### config.mk
export PLATFORM = sky130hd
export DESIGN_NAME = lfa_multiword_adder
export DESIGN_NICKNAME = d
export VERILOG_FILES = /design/src/rtl/lfa_multiword_adder.sv
export SDC_FILE = /design/constraint.sdc
export NUM_CORES = 1
export LEC_CHECK = 0
export CORE_UTILIZATION = 40
export CTS_CLUSTER_SIZE = 30
export DETAILED_ROUTE_END_ITERATION = 7
export GPL_TIMING_DRIVEN = 1
export SLEW_MARGIN = 20
export SYNTH_ARGS = -nofsm -noshare
export SYNTH_HDL_FRONTEND = slang
export SYNTH_SLANG_ARGS = --single-unit
export TNS_END_PERCENT = 10
### constraint.sdc
create_clock -name clk -period 9.5 [get_ports clk]
set_clock_uncertainty 0.15 [all_clocks]
set_input_delay 1.425 -clock clk [delete_from_list [all_inputs] [get_ports clk]]
set_output_delay 1.425 -clock clk [all_outputs]
set_load 0.05 [all_outputs]
### src/rtl/lfa_multiword_adder.sv
`timescale 1ns/1ps
// Wide sequential adder: drives one 16-bit Ladner-Fischer core a slice per cycle,
// least-significant slice first, with a registered carry linking the slices.
//   state | meaning
//   IDLE  | waiting for an operand pair, in_ready high
//   RUN   | one 16-bit slice passes through the core per cycle
//   DONE  | result held on out_sum until the consumer takes it

module lfa_multiword_adder #(
  parameter int WORDS = 4
) (
  input  logic                 clk,
  input  logic                 rst_n,
  input  logic                 in_valid,
  output logic                 in_ready,
  input  logic [16*WORDS-1:0]  in_a,
  input  logic [16*WORDS-1:0]  in_b,
  input  logic                 in_cin,
  output logic                 out_valid,
  input  logic                 out_ready,
  output logic [16*WORDS:0]    out_sum,
  output logic                 busy
);

  localparam int W  = 16 * WORDS;
  localparam int IW = (WORDS > 1) ? $clog2(WORDS) : 1;
  localparam logic [IW-1:0] LAST = IW'(WORDS - 1);

  typedef enum logic [1:0] {
    IDLE = 2'd0,
    RUN  = 2'd1,
    DONE = 2'd2
  } state_t;

  state_t        state, state_nxt;
  logic [1:0]    rst_sync;
  logic          rst_int_n;
  logic [W-1:0]  a_reg, b_reg, sum_reg, sum_nxt;
  logic          carry;
  logic [IW-1:0] idx;
  logic [15:0]   core_a, core_b, core_s;
  logic          core_cout;
  logic          accept, last_slice, handshake;

  // Reset asserts immediately; release is retimed through two flops on clk.
  always_ff @(posedge clk or negedge rst_n) begin
    if (!rst_n) rst_sync <= 2'b00;
    else        rst_sync <= {rst_sync[0], 1'b1};
  end

  assign rst_int_n = rst_sync[1];

  always_ff @(posedge clk or negedge rst_int_n) begin
    if (!rst_int_n) state <= IDLE;
    else            state <= state_nxt;
  end

  always_comb begin
    state_nxt = state;
    unique case (state)
      IDLE:    if (in_valid)               state_nxt = RUN;
      RUN:     if (idx == LAST)            state_nxt = DONE;
      DONE:    if (out_valid && out_ready) state_nxt = IDLE;
      default:                             state_nxt = IDLE;
    endcase
  end

  // in_ready depends on state only, so out_ready never reaches it combinationally.
  always_comb begin
    in_ready   = 1'b0;
    busy       = 1'b0;
    accept     = 1'b0;
    last_slice = 1'b0;
    handshake  = 1'b0;
    unique case (state)
      IDLE: begin
        in_ready = 1'b1;
        accept   = in_valid;
      end
      RUN: begin
        busy       = 1'b1;
        last_slice = (idx == LAST);
      end
      DONE: begin
        busy      = 1'b1;
        handshake = out_valid & out_ready;
      end
      default: ;
    endcase
  end

  assign core_a = a_reg[{idx, 4'h0} +: 16];
  assign core_b = b_reg[{idx, 4'h0} +: 16];

  always_comb begin
    sum_nxt                     = sum_reg;
    sum_nxt[{idx, 4'h0} +: 16]  = core_s;
  end

  LadnerFischer16 u_core (
    .A    (core_a),
    .B    (core_b),
    .Cin  (carry),
    .S    (core_s),
    .Cout (core_cout)
  );

  always_ff @(posedge clk or negedge rst_int_n) begin
    if (!rst_int_n) begin
      a_reg     <= '0;
      b_reg     <= '0;
      sum_reg   <= '0;
      carry     <= 1'b0;
      idx       <= '0;
      out_sum   <= '0;
      out_valid <= 1'b0;
    end else begin
      if (accept) begin
        a_reg   <= in_a;
        b_reg   <= in_b;
        carry   <= in_cin;
        idx     <= '0;
        sum_reg <= '0;
      end
      if (state == RUN) begin
        sum_reg <= sum_nxt;
        carry   <= core_cout;
        if (last_slice) begin
          idx       <= '0;
          out_sum   <= {core_cout, sum_nxt};
          out_valid <= 1'b1;
        end else begin
          idx <= idx + 1'b1;
        end
      end
      if (handshake) out_valid <= 1'b0;
    end
  end

endmodule

// 16-bit Ladner-Fischer (minimum-depth) prefix adder; carry-in folded into bit 0 generate.
module LadnerFischer16 (
  input  logic [15:0] A,
  input  logic [15:0] B,
  input  logic        Cin,
  output logic [15:0] S,
  output logic        Cout
);

  logic [15:0] g [0:4];
  logic [15:0] p [0:3];

  assign p[0] = A ^ B;
  assign g[0] = {A[15:1] & B[15:1], (A[0] & B[0]) | ((A[0] ^ B[0]) & Cin)};

  for (genvar l = 0; l < 4; l++) begin : g_lvl
    for (genvar i = 0; i < 16; i++) begin : g_bit
      if (((i >> l) & 1) == 1) begin : g_op
        localparam int J = ((i >> l) << l) - 1;
        assign g[l+1][i] = g[l][i] | (p[l][i] & g[l][J]);
        if (l < 3) begin : g_p
          assign p[l+1][i] = p[l][i] & p[l][J];
        end
      end else begin : g_pass
        assign g[l+1][i] = g[l][i];
        if (l < 3) begin : g_p
          assign p[l+1][i] = p[l][i];
        end
      end
    end
  end

  assign S    = p[0] ^ {g[4][14:0], Cin};
  assign Cout = g[4][15];

endmodule

==> metrics <==
Tmin final=4.606 ns; Place WS=approximately 4.9 ns; Comb power frac=0.541; worst-path cell chain=buf_4 -> mux4_2 -> fa_1 -> inv_1 -> fa_1 -> nor2b_1 -> o21a_1 -> o21a_1 -> o21ai_0 -> nor2b_1 -> fa_1 -> o2bb2ai_1 -> nand2_1 -> o21ai_0; Post-CTS Hold Buffers=0; Worst Path Arrival=just under 5 ns; detailed placement HPWL=approximately 20,000 um; # Post-CTS Setup Buffers=0; top cells by area, synth=dfrtp_1 (55%), mux2_2 (13%), mux4_2 (6.3%); drt pass-1 iters=5; GRT overflow=0; crit-path most repeated cell=fa_1; Distinct cells, synth=50; Finished Layout Cells=1,525; Worst slew margin=0.1919; Net Sw Frac=0.4369; initial drt markers=about 670; synthesized flop and latch total=249; TNS Setup=0 ns; Post-synth top cells=dfrtp_1 (249), nand2_1 (146), mux2_2 (130), o21ai_0 (66), clkbuf_1 (49); Die X=roughly 170 um; Worst setup EP type=flop; P_int=approximately 0.0035 W; post-layout util=0.5260; clk_lat worst skew=around 0.53 ns; Min-Delay Path Class=reg2reg; Rows=61; vias in the first global route=approximately 8.4k; largest net degree at the start of global routing=around 180; Peak VDD IR=roughly 230 uV; Core Region=between 0.02 and 0.03 mm^2; number of I/O pins=about 200; gr usage total=0.2045; Synth top area share=0.5459; top-count cell post-synth=dfrtp_1; routed len/inst=~19 um; DIE AREA=0.02922 mm^2; leakage power=about 6.3 nW; cells resized by post-CTS repair=0; max reg flops=65; Max-Cap Viols=0; CTS sink count=249; final setup fails=0; clk root buf=clkbuf_16; Critical Path Max Stage Delay=a little over 0.6 ns; Net Count, Synth=1,110; CP max-delay cell=mux4_2; drc violations=0; Final period util=0.4848; PD cells=between 400 and 500 mW/mm^2; Bufs on Longest Clock Path=3; area grow syn2layout=28.72%; Synth Area per Inst=between 10 and 15 um^2; Least-Margin Pin Slew=between 1 and 1.5 ns; Sw Pwr=0.002691 W; n_diodes=0; global-route wire length before repair=roughly 46,000 um; Worst Setup Path Type=reg2reg; top_reg_cell synth=dfrtp_1; placer congestion estimate=just under 0.8; Routed Antenna Nets=0; die height=170.9 um; H-tree levels=1; RSZ-0062 raised after global routing=false; CP Buf/Inv Count=2; Synth async-reset ratio=1.000; Post-Syn Area=roughly 0.011 mm^2; vias=about 8k; Setup crit start kind=flop; Vias/cell=about 5.3; total CTS buffers=28; EDFF count, synth=0; Initial Utilization=0.4086; final worst slack=between 4 and 5 ns; initial antenna violation count=3; Post-Synthesis Cells=950; Ys Warns=0; Worst-path clk slew=~0.060 ns; Max Freq=0.2171 GHz; Clk pwr share=0.173; CTS tree=done; crit-path max FO=40; status=finished, final reports clean; Port Buf Inserts=200; Pins Over Slew Limit=0; Critical Path RT=9.79 ns; register share of total power=0.286; DP Cell Count=approximately 1.5k; Final nets=1,286; Yosys top cell by area=dfrtp_1; post-synthesis sequential area ratio=0.5459; Fin Hold WS=0.1984 ns; final WL=28,830 um; Crit path max-delay family=compound AO/OA/AOI/OAI gates; layout cells sized above 1=0.1997; final hold vios=0
## per-stage QoR
| step | cell area [um^2] | total power (W) |
|---|---|---|
| 6_report | 14690 | 0.006159 |
| 5_1_grt | 14690 | 0.006554 |
| 4_1_cts | 14690 | 0.006200 |
| 3_5_place_dp | 13760 | 0.005111 |
| 3_3_place_gp | 13760 | 0.005046 |
| 2_1_floorplan | 11410 | 0.004020 |
## final cells by class
class	instances	area (um^2)
Fill cell	2511	13240
Multi-Input combinational cell	614	4878
Tap cell	378	473.0
Sequential cell	249	6237
Inverter	23	86.33
Timing Repair Buffer	210	2090
Clock inverter	7	66.31
Clock buffer	44	862.1
## placed cells by master, fill, tap and decap left out, types with 8 or more instances in the layout
master             n
dfrtp_1          246
a31oi_1           14
clkbuf_16         29
ha_1              21
clkbuf_8           8
o21ai_0           66
a22oi_1            8
and3_1            12
clkdlybuf4s50_1  200
nor3_1            10
a22o_1            17
o2bb2ai_1         14
nand3_1           31
nor2_1            14
inv_1             21
a21oi_1           21
mux2_2           130
or3_1              8
mux4_2            32
buf_4              9
nand2_1          144
## cell families after synthesis
kind of cell,synth area share
mux,0.1914
compound gates,0.1037
xor+xnor,0.003836
simple gates,0.09284
flops,0.5459
fa+ha+maj,0.03288
other cells,0.0003285
buf+inv,0.02916
## path summary, 6_finish.rpt
path / start / endpoint / slack (ns) / cells after the start
worst max-delay path: idx[0] / sum_reg[40] / 4.89 / 14
worst max register to register: idx[0] / sum_reg[40] / 4.89 / 14
max in group asynchronous: rst_sync[1] / idx[1] / 6.90 / 2
worst min register to register: rst_sync[0] / rst_sync[1] / 0.20 / 0
min in group asynchronous: rst_sync[1] / a_reg[42] / 0.21 / 0
worst min-delay path: rst_sync[0] / rst_sync[1] / 0.20 / 0
## metal layers
metal,vias to the layer above,part of all wire,GRT usage
li1,3770,-,-
met1,3988,0.46,0.2868
met2,239,0.45,0.3129
met3,51,0.067,0.04927
met4,2,0.028,0.06328
met5,-,0.00045,0
## power by group through the flow
stage / clock network [W] / logic, W / registers (W)
after global routing: 0.00114 / 0.00360 / 0.00182
after global placement: 0 / 0.00328 / 0.00176
after detailed placement: 0 / 0.00333 / 0.00178
after floorplan: 0 / 0.00195 / 0.00207
after CTS: 0.00110 / 0.00334 / 0.00176
final: 0.00107 / 0.00333 / 0.00176
Power figures use the tool's default switching activity.
==> edit 1, RTL diff (config.mk and constraints unchanged) <==
Re-encode `state_t` (3 states) as one-hot, 3 bits wide.
--- a/src/rtl/lfa_multiword_adder.sv
+++ b/src/rtl/lfa_multiword_adder.sv
@@ -26,10 +26,10 @@
   localparam int IW = (WORDS > 1) ? $clog2(WORDS) : 1;
   localparam logic [IW-1:0] LAST = IW'(WORDS - 1);
 
-  typedef enum logic [1:0] {
-    IDLE = 2'd0,
-    RUN  = 2'd1,
-    DONE = 2'd2
+  typedef enum logic [2:0] {
+    IDLE = 3'b001,
+    RUN  = 3'b010,
+    DONE = 3'b100
   } state_t;
 
   state_t        state, state_nxt;
Function: same outputs for any inputs over 10 cycles, from zero or initial values and one cycle with rst_n low; not proved beyond that.
==> edit 1 against the unedited design <==
Setup slack gained 0.16 ns. Worst hold slack lost 0.16 ns. Final area shrank 1.4%. Sequential power shrank 7%. Total power shrank 13%. Synthesized area shrank 1.5%. Routed wire length grew 4.9%. Sequential cell count grew 1. Die area shrank 1.5%. Critical endpoint is now out_sum[9]. Largest cell class unchanged.
==> edit 1: results <==
set metrics [dict create \
    synth.area.mux_share_pct 6.41 \
    synth_largest_type_area_fraction_pct 55.4 \
    post_route_cells_drive_above_1_share_pct 8.12 \
    postSynthRegisterBits 250 \
    layout.comb_gates.multi_input 814 \
    finalNetCount 1480 \
    run_status "completed" \
    dp.final_hpwl_um 20700 \
    buffers 209 \
    cp_slowest_cell "xnor2_1" \
    num-nonclk-inverters 20 \
    worst-r2r-cell-count 15 \
    clk_pwr_share_pct 20.8 \
    grt_start_max_net_pins 107 \
    global_route_wire_length_before_repair_um 48400 \
    vias_per_cell 5.13 \
    synth-xor-area-share_pct 0.545 \
    synth_top_cells_by_area "dfrtp_1 55%, nand2_1 15%, mux4_2 6.4%" \
    final-nonclk-buf-share_pct 14.3 \
    leakage_nw 6.78 \
    grt_antenna_before_repair 0 \
    nClkBuffers 41 \
    finalWeightedCongestion 0.851 \
    multiInputGateArea_sq_um 4650 \
    timing.critical_path.slowest_cell_delay_ns 0.58 \
    peakVddDrop_mv 0.248 \
    worst_ep_arrival_time_ns 4.77 \
    cpLargestDelayFamily "adder cells" \
    postPlaceCellArea_sq_um 13500 \
    routed_wire_length_per_instance_um 17.6 \
    detail_route.iter0.violations 697 \
    critical_path.max_fanout 33 \
    synth_fa_ha_area_share_pct 3.00 \
    synth_cell_type_count 60 \
    power.sequential.total_w 0.00163 \
    reg2reg_to "out_sum[9]" \
    fillers 2561 \
    synthesis.nets 1306 \
    synth-compound-area-share_pct 11.2 \
    die_area_sq_um 28800 \
]
-- edit 1: cell types whose count changed after synthesis, moves of 17 or more --
cell     before  now
mux2_2      130    0
a21oi_1      21   38
buf_2         5   27
nand3_1      31    6
nand2_1     146  451
nor2_1       14   67
-- edit 1: worst reg2reg max path, stage by stage (launching register included) --
cell and delay (ns):
dfrtp_2 0.44, buf_4 0.56, mux4_2 0.43, fa_1 0.17, inv_1 0.05, fa_1 0.47
nand2b_1 0.24, a21o_1 0.19, nand2_1 0.08, a21oi_1 0.10, nor2b_1 0.12, nor2_1 0.06
fa_1 0.43, xnor2_1 0.58, a221oi_1 0.17, nor2_1 0.13
-- edit 1: per-stage QoR --
stage	util [%]	instances	setup WS [ns]	hold slack (ns)
6_report	52.3	1721	5.05	0.0433
5_1_grt	52.3	1721	4.76	0.0755
4_1_cts	52.3	1721	5.06	0.0559
3_5_place_dp	48.8	1671	5.10	0.0496
3_3_place_gp	48.8	1671	5.14	0.0503
2_1_floorplan	-	1149	1.87	0.181
-- edit 1: metal layers --
| metal | global-route usage (%) | up-vias | wire, um |
|---|---|---|---|
| li1 | - | 4196 | - |
| met1 | 31.3 | 4318 | 13800 |
| met2 | 34.7 | 273 | 14400 |
| met3 | 2.54 | 35 | 1640 |
| met4 | 4.43 | 0 | 435 |
| met5 | 0 | - | 0 |
-- edit 1: worst max-delay path by stage --
stage | startpoint | cells past startpoint | slack [ns] | endpoint
2_1_floorplan | rst_sync[1] | 0 | 1.87 | a_reg[0]
3_3_place_gp | idx[0] | 15 | 5.14 | out_sum[9]
3_5_place_dp | idx[0] | 15 | 5.10 | out_sum[25]
4_1_cts | idx[0] | 15 | 5.06 | out_sum[25]
5_1_grt | idx[0] | 15 | 4.76 | out_sum[9]
6_report | idx[0] | 15 | 5.05 | out_sum[9]
==> edit 2, RTL diff (config.mk and constraints unchanged) <==
Without the edit above. Change the parameter `WORDS` from 4 to 2.
--- a/src/rtl/lfa_multiword_adder.sv
+++ b/src/rtl/lfa_multiword_adder.sv
@@ -7,7 +7,7 @@
 //   DONE  | result held on out_sum until the consumer takes it
 
 module lfa_multiword_adder #(
-  parameter int WORDS = 4
+  parameter int WORDS = 2
 ) (
   input  logic                 clk,
   input  logic                 rst_n,
Ports: changed (resized in_a, in_b and out_sum); port bits go from 201 to 105. The function was not compared with the original's and may differ.
==> edit 2 against the unedited design <==
Core utilization up 1.8 points. Final cell count down 52%. Sequential share of layout area down 0.71 points. Combinational power down 50%. Setup slack better by 0.73 ns. Sequential cell count down 129. Routed wire length down 63%. Final area down 51%. Total power down 49%. Synthesized area down 52%. Count of clock-buffer cells in the layout down 21. Via count down 56%. Largest cell class unchanged.
==> edit 2: results <==
set metrics [dict create \
    leakage_nw 3.23 \
    power.sequential.total_w 0.000893 \
    sequential_fraction_of_the_synthesis_area_pct 55.3 \
    dr_total_vias 3564 \
    critical_path.max_fanout 14 \
    worstHoldPathType "flop to asynchronous set/reset pin" \
    drt-total-wl_um 10800 \
    nClkBuffers 23 \
    grt_antenna_before_repair 0 \
    clockRootBuffer "clkbuf_16" \
    number_of_flip_flops_under_the_largest_register_name 33 \
    synth_top_cells_by_area "dfrtp_1 55%, mux2_2 19%, nand2_1 5.5%" \
    detail_route.iter0.violations 128 \
    dp.final_hpwl_um 7780 \
    track_usage_pct 16.8 \
    area_share_clock_buf_inv_pct 7.89 \
    htreeDepth 4 \
    synth_cell_type_count 39 \
    run_status "completed" \
    postSynth.asyncResetShare_pct 100 \
    worst_ep_arrival_time_ns 4.02 \
    n_sequential_cell 120 \
    fillers 1192 \
    peakVddDrop_mv 0.144 \
    num-nonclk-inverters 9 \
    cts.clk_slew.worst_paths_ns 0.05 \
    multiInputGateArea_sq_um 2310 \
    layout.comb_gates.multi_input 295 \
    cts_inserted_buffers 17 \
    synth_largest_type_area_fraction_pct 55.3 \
    worstSetupEndpoint "out_sum[25]" \
    finalWeightedCongestion 0.708 \
    final-nonclk-buf-share_pct 14.8 \
    crit_path_start "idx" \
    finalNetCount 641 \
    clock_power_w 0.000606 \
    buffers 107 \
    grt_start_max_net_pins 77 \
    post_route_cells_drive_above_1_share_pct 24.0 \
    worst-r2r-setup-slack_ns 5.63 \
    ys_top_cells_by_count "120 x dfrtp_1, 93 x mux2_2, 80 x nand2_1" \
    seq-cell-share_pct 41.7 \
    worstSkewPairLatency_ns 0.41 \
    intPower_w 0.00188 \
    synthesis.nets 538 \
    drt_pre_antenna_iters 4 \
    p_switching_w 0.00127 \
    worstMarginPinSlew_ns 0.984 \
    cts.path.max_buffers 2 \
    cpLargestDelayFamily "adder cells" \
    buffer_ports.inserted 104 \
    timing.critical_path.slowest_cell_delay_ns 0.80 \
    cp_slowest_cell "dfrtp_1" \
    global_route_wire_length_before_repair_um 18000 \
]
edit 2: changes by cell type in the layout (fill, tap and decap cells not counted), sizes merged, moves of 32 or more:
cell	before	now
clkdlybuf4s50	200	104
o21ai	66	19
mux4	32	0
nand2	146	80
dfrtp	249	120
mux2	130	94
edit 2: metrics by stage:
step	setup slack [ns]	cells	area, sq um	util, %	hold slack [ns]
floorplan	5.76	447	5430	-	0.181
global placement	5.56	707	6630	50.1	0.189
detailed placement	5.45	707	6630	50.1	0.194
CTS	5.58	738	7200	54.4	0.199
global route	5.30	738	7200	54.4	0.215
finish	5.63	738	7200	54.4	0.167
edit 2: logic make-up after synthesis:
logic type	Yosys count	share of synthesized area, %
flip-flops	120	55.3
AND/OR/NAND/NOR	113	8.48
multiplexers	100	20.7
AO/OA/AOI/OAI	51	6.06
buffers and inverters	32	2.23
adder cells (fa/ha/maj)	22	5.76
XOR/XNOR	8	1.43
other	1	0.0691
edit 2: worst min path at each step:
stage / from / to / slack, ns / cells after the start
6_report: rst_sync[1] / a_reg[19] / 0.17 / 0
5_1_grt: rst_sync[0] / rst_sync[1] / 0.22 / 0
4_1_cts: rst_sync[1] / a_reg[19] / 0.20 / 0
3_5_place_dp: rst_sync[0] / rst_sync[1] / 0.19 / 0
3_3_place_gp: rst_sync[1] / a_reg[19] / 0.19 / 0
2_1_floorplan: rst_sync[0] / rst_sync[1] / 0.18 / 0
edit 2: per-layer routing:
layer	share of wire [%]	global-route usage (%)	vias up	wire (um)
met5	0	0	-	0
met4	1.8	7.36	0	191
met3	3.8	4.25	15	407
met2	48	26.8	75	5180
met1	47	21.7	1743	5030
li1	-	-	1731	-
